File: src/rtl/mat_mult_seq_ctrl.sv
// mat_mult_seq_ctrl: sequencing controller for a 3x3 unsigned matrix multiply.
// Operands A and B are loaded element by element. A start request runs
// C = A x B on one shared MAC, one multiply-accumulate per cycle (27 cycles).
// Results are read back through a registered read port.
// Optional build macro MM_SEQ_IRQ_EN adds a sticky interrupt output irq_o.
// The interrupt sets on done/err. A B-side write to address 15 in IDLE clears it.
module mat_mult_seq_ctrl #(
  parameter int DAT_W = 8,
  parameter int ACC_W = 18,
  parameter int DIM   = 3
) (
  input  logic             clk,
  input  logic             rst_n,
  input  logic             wr_en_i,
  input  logic             wr_sel_i,
  input  logic [3:0]       wr_addr_i,
  input  logic [DAT_W-1:0] wr_data_i,
  input  logic             rd_en_i,
  input  logic [3:0]       rd_addr_i,
  output logic [ACC_W-1:0] rd_data_o,
  output logic             rd_valid_o,
  input  logic             start_i,
  output logic             busy_o,
  output logic             done_o,
  output logic             err_o
`ifdef MM_SEQ_IRQ_EN
  ,
  output logic             irq_o
`endif
);

  // The counters below are 2 bits wide, so DIM is fixed at 3.
  localparam int         NEL       = DIM * DIM;
  localparam logic [3:0] LAST_ADDR = 4'(NEL - 1);
  localparam logic [1:0] LAST_IDX  = 2'(DIM - 1);

  typedef enum logic [1:0] {
    S_IDLE = 2'd0,
    S_RUN  = 2'd1,
    S_DONE = 2'd2
  } state_e;

  // The product is zero-extended to ACC_W.
  // Three terms of at most 255*255 each cannot overflow ACC_W.
  function automatic logic [ACC_W-1:0] mac_term(input logic [DAT_W-1:0] a,
                                                input logic [DAT_W-1:0] b);
    logic [2*DAT_W-1:0] p;
    p = a * b;
    return {{(ACC_W - 2 * DAT_W){1'b0}}, p};
  endfunction

  state_e           state_q, state_d;
  logic [1:0]       row_q, row_d, col_q, col_d, k_q, k_d;
  logic [ACC_W-1:0] acc_q, acc_d, acc_sum;
  logic [3:0]       a_idx, b_idx, c_idx;
  logic             c_we;

  logic [DAT_W-1:0] a_q [NEL];
  logic [DAT_W-1:0] b_q [NEL];
  logic [ACC_W-1:0] c_q [NEL];

  logic             idle;
  logic             irq_clr;
  logic             wr_ok;
  logic             err_d, err_q;
  logic [ACC_W-1:0] rd_word, rd_data_q;
  logic             rd_valid_q;

  assign idle = (state_q == S_IDLE);

`ifdef MM_SEQ_IRQ_EN
  assign irq_clr = wr_en_i & wr_sel_i & idle & (wr_addr_i == 4'hF);
`else
  assign irq_clr = 1'b0;
`endif

  // Operand write acceptance and protocol-error detection.
  // Several error causes in one cycle still give a single pulse.
  always_comb begin
    wr_ok = wr_en_i & idle & (wr_addr_i <= LAST_ADDR);
    err_d = 1'b0;
    if (wr_en_i && (wr_addr_i > LAST_ADDR) && !irq_clr) err_d = 1'b1;
    if (wr_en_i && !idle)                               err_d = 1'b1;
    if (start_i && !idle)                               err_d = 1'b1;
    if (rd_en_i && (rd_addr_i > LAST_ADDR))             err_d = 1'b1;
  end

  // MAC operand addressing: A[3r+k] * B[3k+c] feeds C[3r+c].
  always_comb begin
    a_idx   = 4'(row_q) * 4'(DIM) + 4'(k_q);
    b_idx   = 4'(k_q) * 4'(DIM) + 4'(col_q);
    c_idx   = 4'(row_q) * 4'(DIM) + 4'(col_q);
    acc_sum = acc_q + mac_term(a_q[a_idx], b_q[b_idx]);
  end

  // Next-state logic and MAC sequencing: row-major over C, inner loop over k.
  always_comb begin
    state_d = state_q;
    row_d   = row_q;
    col_d   = col_q;
    k_d     = k_q;
    acc_d   = acc_q;
    c_we    = 1'b0;
    unique case (state_q)
      S_IDLE: begin
        if (start_i) begin
          state_d = S_RUN;
          row_d   = '0;
          col_d   = '0;
          k_d     = '0;
          acc_d   = '0;
        end
      end
      S_RUN: begin
        if (k_q == LAST_IDX) begin
          c_we  = 1'b1;
          acc_d = '0;
          k_d   = '0;
          if (col_q == LAST_IDX) begin
            col_d = '0;
            if (row_q == LAST_IDX) begin
              row_d   = '0;
              state_d = S_DONE;
            end else begin
              row_d = row_q + 2'd1;
            end
          end else begin
            col_d = col_q + 2'd1;
          end
        end else begin
          acc_d = acc_sum;
          k_d   = k_q + 2'd1;
        end
      end
      S_DONE: begin
        state_d = S_IDLE;
      end
      default: begin
        state_d = S_IDLE;
      end
    endcase
  end

  // State, counters and accumulator.
  always_ff @(posedge clk or negedge rst_n) begin
    if (!rst_n) begin
      state_q <= S_IDLE;
      row_q   <= '0;
      col_q   <= '0;
      k_q     <= '0;
      acc_q   <= '0;
    end else begin
      state_q <= state_d;
      row_q   <= row_d;
      col_q   <= col_d;
      k_q     <= k_d;
      acc_q   <= acc_d;
    end
  end

  // Operand and result storage.
  // A write in the same cycle as start lands before the first MAC reads it.
  always_ff @(posedge clk or negedge rst_n) begin
    if (!rst_n) begin
      for (int i = 0; i < NEL; i++) begin
        a_q[i] <= '0;
        b_q[i] <= '0;
        c_q[i] <= '0;
      end
    end else begin
      if (wr_ok) begin
        if (wr_sel_i) b_q[wr_addr_i] <= wr_data_i;
        else          a_q[wr_addr_i] <= wr_data_i;
      end
      if (c_we) c_q[c_idx] <= acc_sum;
    end
  end

  // Read mux: out-of-range addresses return zero.
  always_comb begin
    rd_word = '0;
    for (int i = 0; i < NEL; i++) begin
      if (rd_addr_i == 4'(i)) rd_word = c_q[i];
    end
  end

  // Registered read port. The data holds its last value when no read is issued.
  always_ff @(posedge clk or negedge rst_n) begin
    if (!rst_n) begin
      rd_data_q  <= '0;
      rd_valid_q <= 1'b0;
    end else begin
      rd_valid_q <= rd_en_i;
      if (rd_en_i) rd_data_q <= rd_word;
    end
  end

  // One-cycle error pulse.
  always_ff @(posedge clk or negedge rst_n) begin
    if (!rst_n) err_q <= 1'b0;
    else        err_q <= err_d;
  end

`ifdef MM_SEQ_IRQ_EN
  logic irq_q;

  // Sticky interrupt. A set in the same cycle as a clear takes priority.
  always_ff @(posedge clk or negedge rst_n) begin
    if (!rst_n) begin
      irq_q <= 1'b0;
    end else if (done_o || err_q) begin
      irq_q <= 1'b1;
    end else if (irq_clr) begin
      irq_q <= 1'b0;
    end
  end

  assign irq_o = irq_q;
`endif

  assign busy_o     = (state_q == S_RUN);
  assign done_o     = (state_q == S_DONE);
  assign err_o      = err_q;
  assign rd_data_o  = rd_data_q;
  assign rd_valid_o = rd_valid_q;

endmodule

File: config.mk
export PLATFORM = sky130hd
export DESIGN_NAME = mat_mult_seq_ctrl
export DESIGN_NICKNAME = d
export VERILOG_FILES = /design/src/rtl/mat_mult_seq_ctrl.sv
export SDC_FILE = /design/constraint.sdc
export NUM_CORES = 1
export LEC_CHECK = 0
export BUFFER_PORTS_ARGS = -buffer_cell sky130_fd_sc_hd__buf_2
export CAP_MARGIN = 40
export CORE_UTILIZATION = 60
export DETAILED_ROUTE_END_ITERATION = 16
export GPL_TIMING_DRIVEN = 0
export PLACE_DENSITY_LB_ADDON = 0.12
export SLEW_MARGIN = 20
export SYNTH_ARGS = -nofsm -noshare
export SYNTH_HDL_FRONTEND = slang
export SYNTH_SLANG_ARGS = --single-unit
File: constraint.sdc
create_clock -name clk -period 10.51 [get_ports clk]
set_input_delay 1.051 -clock clk [delete_from_list [all_inputs] [get_ports clk]]
set_output_delay 1.051 -clock clk [all_outputs]
set_load 0.01 [all_outputs]
==> run_results.csv, run 1 <==
group,metric,value,unit
outcome,run_status,"finished clean",
placement,gp_congestion,0.8755,
cells_and_area,final_cells,2038,
route,via_count,12120,
floorplan,die_w,178.1,um
power_and_ir_drop,peakVddDrop,0.0001236,V
global_route,grt_max_degree,103,
yosys,ys_seq_area_frac,0.4732,
sta,rsz0062_at_grt,"false",
clock_network,insertion_delay,0.53,ns
placement,dpl.cell_count,1969,
yosys,ys.flop_type,"dfrtp_1",
sta,maxClockFrequency,114.3,MHz
yosys,synth_warnings,0,
yosys,synth.avg_cell_area,12.30,sq um
route,wl_per_cell,21.14,um
cells_and_area,area_growth,11.31,%
yosys,synth_simple_gate_area_frac,0.07280,
worst_setup_path,worstPathArrival,9.16,ns
route,drc,0,
yosys,synth_fp_nets,1642,
power_and_ir_drop,internal_power,2455,uW
route,drt_first_pass_iters,7,
sta,setup_violations,0,
yosys,synth_top_family_by_area,"multiplexers",
cells_and_area,fin_nets,1747,
worst_setup_path,slowest_stage,"fa_1",
sta,fin_crit,8.752,ns
cells_and_area,num_antenna_cells,0,
route,drt_iter0_drc,831,
floorplan,ios,44,
yosys,synth-compound-area-share,0.08523,
yosys,synthArstFlopShare,1.000,
yosys,syn_inst,1513,
clock_network,post-cts-setup-buffers,0,
yosys,synthAdderAreaFrac,0.09370,
worst_setup_path,worst_setup_path_end_kind,"flip-flop",
power_and_ir_drop,p_sw,1072,uW
clock_network,hold_buffers,0,
yosys,synth-edff-count,0,
floorplan,die_y,178.1,um
sta,hold_viol,0,
yosys,synthXorXnorAreaFrac,0.009747,
job,maxCapViolations,0,
yosys,syn_area,18610,sq um
sta,finalSetupTns,0,ns
cells_and_area,drive_above_1_share,0.2911,
clock_network,clockBufferDepth,3,
power_and_ir_drop,power.density,170.2,nW/um^2
global_route,grt_pass1_vias,12575,
clock_network,cts_sinks,352,
sta,fin_crit_sh,0.8327,
floorplan,fp.coreArea,30590,sq um
global_route,overflow,0,
yosys,muxShareOfSynthArea,0.2260,
floorplan,design.die.area,31730,sq um
clock_network,cts_root_buffer,"clkbuf_16",
worst_setup_path,cp-start-kind,"flip-flop",
sta,fin_skew,0.01603,ns
clock_network,htreeDepth,2,
route,wirelength,43.09,mm
placement,portBuffers,41,
clock_network,cts_resized,0,
route,routed_via_density,5.947,
hold_path,hp-class,"reg -> reg",
route,drt.antenna.violating_nets,0,
power_and_ir_drop,swShare,0.3040,
sta,worst_slew_pin_slew,0.8614,ns
worst_setup_path,cp_max_fo,10,
global_route,track_usage,0.2873,
yosys,ys_seq_elements,352,
power_and_ir_drop,combPwrFrac,0.234,
power_and_ir_drop,p_seq_frac,0.408,
clock_network,clk_pin_slew_worst_paths,0.06,ns
floorplan,row_count,64,
global_route,antenna_found_initial,0,
sta,drv_slew,0,
worst_setup_path,critPathRequiredTime,10.92,ns
power_and_ir_drop,p_leak,0.01022,uW
power_and_ir_drop,clockPowerShare,0.358,
worst_setup_path,critPathMaxStageDelay,0.72,ns
cells_and_area,fill_cells,2261,
worst_setup_path,crit_type,"reg -> reg",
yosys,ys_types,62,
global_route,grt_pass1_wl,69.49,mm
clock_network,cts_buffers,39,
placement,detailed_place_hpwl,31.07,mm
clock_network,cts_tree,"yes",
floorplan,initial_utilization,0.6085,
sta,relSlewSlack,0.4257,
[cell usage in the layout, fill, tap and decap left out, types with 19 or more instances in the layout]
| master | count |
|---|---|
| a21oi_1 | 33 |
| a221oi_1 | 26 |
| a22o_1 | 19 |
| buf_2 | 56 |
| clkbuf_1 | 59 |
| clkbuf_16 | 39 |
| dfrtp_1 | 352 |
| fa_1 | 54 |
| ha_1 | 53 |
| inv_1 | 112 |
| mux2_2 | 290 |
| mux2i_1 | 22 |
| mux4_2 | 32 |
| nand2_1 | 90 |
| nand2b_1 | 28 |
| nor2_1 | 113 |
| o21ai_0 | 51 |
[cells in the mapped netlist (all sizes together), types with 4 or more instances]
master,number,area (sq um)
dfrtp,352,8808
mux2,290,3266
nor2,113,424.2
inv,112,420.4
nand2,90,337.8
o21ai,55,275.3
fa,54,1081
ha,53,663.1
clkbuf,47,176.4
a21oi,33,165.2
mux4,32,720.7
nand2b,28,175.2
buf,27,135.1
a221oi,26,227.7
mux2i,22,220.2
a22oi,21,267.8
a22o,19,166.4
a31oi,14,87.58
xnor2,14,141.4
or2,12,75.07
nand3,11,55.05
nor2b,11,71.32
a222oi,10,100.1
or3,8,50.05
nor3,7,45.04
o21a,6,45.04
a21o,5,37.54
and3,4,25.02
[cell type report]
type                       count  area (sq um)  share of cell area
tap                          396         495.5             0.02391
clock inverter                11         92.59            0.004469
timing repair buffer          64         449.2             0.02168
multi-input combinational    975          9079              0.4382
buffer                        74         311.5             0.01504
inverter                     112         420.4             0.02029
sequential                   352          8808              0.4251
clock buffer                  54          1062             0.05127
[path summary, 6_finish.rpt]
path,startpoint,depth (start not counted),to,slack (ns)
hold / removal,c_q[150]$_DFFE_PN0P_,2,c_q[150]$_DFFE_PN0P_,0.47
setup / recovery,k_q[1]$_DFFE_PN0P_,27,c_q[89]$_DFFE_PN0P_,1.76
hold reg to reg,c_q[150]$_DFFE_PN0P_,2,c_q[150]$_DFFE_PN0P_,0.47
setup reg to reg,k_q[1]$_DFFE_PN0P_,27,c_q[89]$_DFFE_PN0P_,1.76
max in group asynchronous,rst_n,3,b_q[46]$_DFFE_PN0P_,8.67
min in group asynchronous,rst_n,1,acc_q[12]$_DFFE_PN0P_,0.50
[sequential cells by signal (all words and copies together), names as in the netlist]
| register | count |
|---|---|
| rd_valid_o | 1 |
| acc_q | 18 |
| err_o | 1 |
| col_q | 2 |
| b_q | 72 |
| rd_data_o | 18 |
| a_q | 72 |
| k_q | 2 |
| row_q | 2 |
| state_q | 2 |
| c_q | 162 |
[kinds of logic after synthesis]
group	after synthesis
AOI/OAI and AO/OA	211
xor gates and xnor gates	17
adders and majority gates	107
buffers and inverters	186
DFF	352
muxes	344
and+or+nand+nor	296
[worst max-delay path: cells and delay by family (launching register included)]
family                   cells  cell delay [ns]
buffers and inverters        8             1.27
AND/OR/NAND/NOR              2             0.14
AO/OA/AOI/OAI                5             1.46
adder cells (fa/ha/maj)      8             3.79
flip-flops                   1             0.46
XOR/XNOR                     1             0.46
multiplexers                 3             1.02
[per-layer routing]
layer / vias to the layer above / share of wire / global-route usage
met5: - / 0 / 0
met4: 0 / 0.025 / 0.08583
met3: 72 / 0.039 / 0.03645
met2: 256 / 0.50 / 0.4852
met1: 6258 / 0.44 / 0.3888
li1: 5534 / - / -
[per-stage QoR]
step           utilization  setup WS, ns  instance area [sq um]  hold slack (ns)  total power, uW
2_1_floorplan            -         3.109                  18610           0.4348             2028
3_3_place_gp        0.6314         1.516                  19310           0.4471             2261
3_5_place_dp        0.6386         1.731                  19530           0.4616             2294
4_1_cts             0.6763         1.716                  20690           0.4753             3553
5_1_grt             0.6773         1.382                  20720           0.4964             3680
6_report            0.6773         1.758                  20720           0.4736             3527
[power by group through the flow]
stage	logic (uW)	clock network, uW	registers (uW)
3_3_place_gp	799	0	1460
2_1_floorplan	572	0	1460
3_5_place_dp	831	0	1460
6_report	824	1260	1440
4_1_cts	833	1280	1440
5_1_grt	901	1330	1450
Note: power is estimated with default switching activity, not from simulation.
==> run 2: changes to the inputs <==
--- a/config.mk
+++ b/config.mk
@@ -5,9 +5,10 @@
 export SDC_FILE = /design/constraint.sdc
 export NUM_CORES = 1
 export LEC_CHECK = 0
+export ABC_AREA = 1
 export BUFFER_PORTS_ARGS = -buffer_cell sky130_fd_sc_hd__buf_2
 export CAP_MARGIN = 40
-export CORE_UTILIZATION = 60
+export CORE_UTILIZATION = 57
 export DETAILED_ROUTE_END_ITERATION = 16
 export GPL_TIMING_DRIVEN = 0
 export PLACE_DENSITY_LB_ADDON = 0.12
==> constraint.sdc (replaced) <==
create_clock -name clk -period 7.9 [get_ports clk]
set_input_delay 0.79 -clock clk [delete_from_list [all_inputs] [get_ports clk]]
set_output_delay 0.79 -clock clk [all_outputs]
set_load 0.01 [all_outputs]
==> run_results.csv, run 2 <==
group,metric,value,unit
outcome,run_status,"finished clean",
yosys,synth.top_cell.area_share,0.4551,
sta,final.setup.worst_slack,0.5613,ns
sta,fin_skew,0.01647,ns
worst_setup_path,worstPathArrival,7.81,ns
worst_setup_path,cp_max_fo,15,
cells_and_area,largest_reg_flops,162,
yosys,synth_warnings,0,
yosys,syn_area,19360,sq um
sta,drv_slew,0,
yosys,ys.flop_type,"dfrtp_1",
worst_setup_path,crit_type,"reg -> reg",
route,wirelength,54.17,mm
clock_network,cts_tree,"yes",
clock_network,cts_buffers,40,
cells_and_area,fin_nets,2595,
sta,setup_violations,0,
clock_network,clk_pin_slew_worst_paths,0.06,ns
global_route,grt_pass1_wl,86.91,mm
job,maxCapViolations,0,
route,drt.antenna.violating_nets,0,
sta,fin_crit_sh,0.9289,
floorplan,ios,44,
route,wl_met3,3.008,mm
floorplan,row_count,67,
global_route,track_usage,0.3276,
yosys,synthTopCellsByCount,"nand2_1 (656), dfrtp_1 (352), inv_1 (257), nand3_1 (250), o21ai_0 (209)",
hold_path,hp-class,"in -> async",
yosys,syn_inst,2379,
floorplan,die_y,186.3,um
worst_setup_path,path_common_cell,"inv_1",
yosys,synth.avg_cell_area,8.136,sq um
clock_network,cts_root_buffer,"clkbuf_16",
sta,hold_viol,0,
yosys,yosysMostFrequentCell,"nand2_1",
floorplan,fp.coreArea,33450,sq um
worst_setup_path,cp-start-kind,"flip-flop",
cells_and_area,fill_cells,2937,
worst_setup_path,critPathRequiredTime,8.37,ns
cells_and_area,final_cell_mix,"nand2_1 (656), dfrtp_1 (352), inv_1 (257), nand3_1 (250), o21ai_0 (209)",
yosys,synthArstFlopShare,1.000,
clock_network,hold_buffers,0,
global_route,overflow,0,
sta,fin_crit,7.339,ns
placement,detailed_place_hpwl,39.78,mm
placement,portBuffers,42,
worst_setup_path,crit_family,"adder cells",
yosys,yosys.area.top_type,"dfrtp_1",
worst_setup_path,cp_num_buf_inv,9,
route,drc,0,
worst_setup_path,slowest_stage,"fa_1",
worst_setup_path,critPathMaxStageDelay,0.55,ns
route,wl_per_cell,18.41,um
global_route,antenna_found_initial,0,
route,wl_met1,22.37,mm
floorplan,initial_utilization,0.5787,
cells_and_area,top_regs,"c_q (162), a_q (72), b_q (72)",
yosys,synth-edff-count,0,
yosys,ys_seq_elements,352,
sta,rsz0062_at_grt,"false",
clock_network,insertion_delay,0.54,ns
sta,worst_slew_pin_slew,0.8299,ns
route,drt_iter0_drc,1271,
global_route,grt_max_degree,90,
route,via_count,16492,
placement,gp_congestion,0.9185,
yosys,synth.area.top_cells,"dfrtp_1 (46%), nand2_1 (13%), nand3_1 (6.5%), fa_1 (5.6%), o21ai_0 (5.4%)",
global_route,grt_pass1_vias,16098,
sta,relSlewSlack,0.4440,
clock_network,clockBufferDepth,3,
route,routed.top_layer,"met4",
yosys,ys_seq_area_frac,0.4551,
route,drt_first_pass_iters,5,
yosys,synth_fp_nets,2508,
yosys,ys_types,41,
worst_setup_path,worst_setup_path_end_kind,"flip-flop",
cells_and_area,drive_above_1_share,0.1054,
sta,maxClockFrequency,136.3,MHz
clock_network,htreeDepth,2,
cells_and_area,layout_commonest_cell,"nand2_1",
cells_and_area,area_growth,11.56,%
floorplan,design.die.area,34700,sq um
placement,place_ws,0.4709,ns
clock_network,cts_sinks,352,
cells_and_area,num_antenna_cells,0,
route,wl_met2,26.46,mm
floorplan,die_w,186.3,um
cells_and_area,regMostFlops,"c_q",
route,routed_via_density,5.604,
run 2: cell count changes in the layout (fill, tap and decap cells not counted), moves of 32 or more:
cell     previous run  this run
nand2_1            90       656
mux2_2            290         0
nand3_1            11       250
o21ai_0            51       209
inv_1             112       257
o21ai_1             4        95
nor2_1            113       167
mux4_2             32         0
run 2: per-stage QoR:
step / cells / instance area (sq um) / hold slack (ns) / setup TNS, ns / utilization
floorplan: 2379 / 19360 / 0.4440 / 0 / -
global placement: 2869 / 20130 / 0.4571 / -263.44 / 0.6017
detailed placement: 2873 / 20270 / 0.4601 / 0 / 0.6060
CTS: 2944 / 21600 / 0.2038 / 0 / 0.6457
global route: 2943 / 21590 / 0.2281 / 0 / 0.6456
finish: 2943 / 21590 / 0.1864 / 0 / 0.6456
run 2: kinds of logic (layout without fill, tap and decap cells):
family                   count (synthesis)  count (layout)  share of synthesized area
adder cells (fa/ha/maj)                107             107                    0.09011
AO/OA/AOI/OAI                          396             396                     0.1132
AND/OR/NAND/NOR                       1146            1146                     0.2555
buffers and inverters                  368             484                    0.08061
flip-flops                             352             352                     0.4551
XOR/XNOR                                10              10                   0.005494
run 2: worst reg2reg max path: cells and delay by family (launching register included):
kind,cells,cell delay (ns)
DFF,1,0.46
AOI/OAI and AO/OA,4,0.78
buffers and inverters,9,1.46
adders and majority gates,8,3.71
and+or+nand+nor,6,0.86
run 2: timing repair:
action,CTS,global route
resized for setup,0,0
buffers inserted,0,0
hold endpoints to repair,0,0
setup endpoints to repair,0,12
run 2: final cells by class:
type,count,area (sq um),area share
Inverter,269,1012,0.04688
Clock inverter,20,214.0,0.009908
Buffer,98,544.3,0.02521
Tap cell,448,560.5,0.02596
Multi-Input combinational cell,1659,9010,0.4173
Timing Repair Buffer,46,330.3,0.01530
Sequential cell,352,8808,0.4079
Clock buffer,51,1114,0.05157
run 2: final timing paths:
kind	start	to	slack [ns]	depth (start not counted)
min in group clk	rd_en_i	rd_valid_o$_DFF_PN0_	0.47	1
worst max-delay path	k_q[1]$_DFFE_PN0P_	acc_q[10]$_DFFE_PN0P_	0.56	27
worst min-delay path	rst_n	rd_data_o[2]$_DFFE_PN0P_	0.19	1
worst min register to register	rd_data_o[17]$_DFFE_PN0P_	rd_data_o[17]$_DFFE_PN0P_	0.47	2
max in group asynchronous	rst_n	a_q[55]$_DFFE_PN0P_	6.60	3
worst max register to register	k_q[1]$_DFFE_PN0P_	acc_q[10]$_DFFE_PN0P_	0.56	27
run 2: routing by layer:
metal / global-route usage / up-vias
met3: 0.04361 / 134
met5: 0 / -
met1: 0.4178 / 7980
li1: - / 7821
met4: 0.1498 / 0
met2: 0.5564 / 557
Power of run 2 is not shown: default switching activity piles up to over one toggle a cycle in this logic, so the estimate is an artifact.
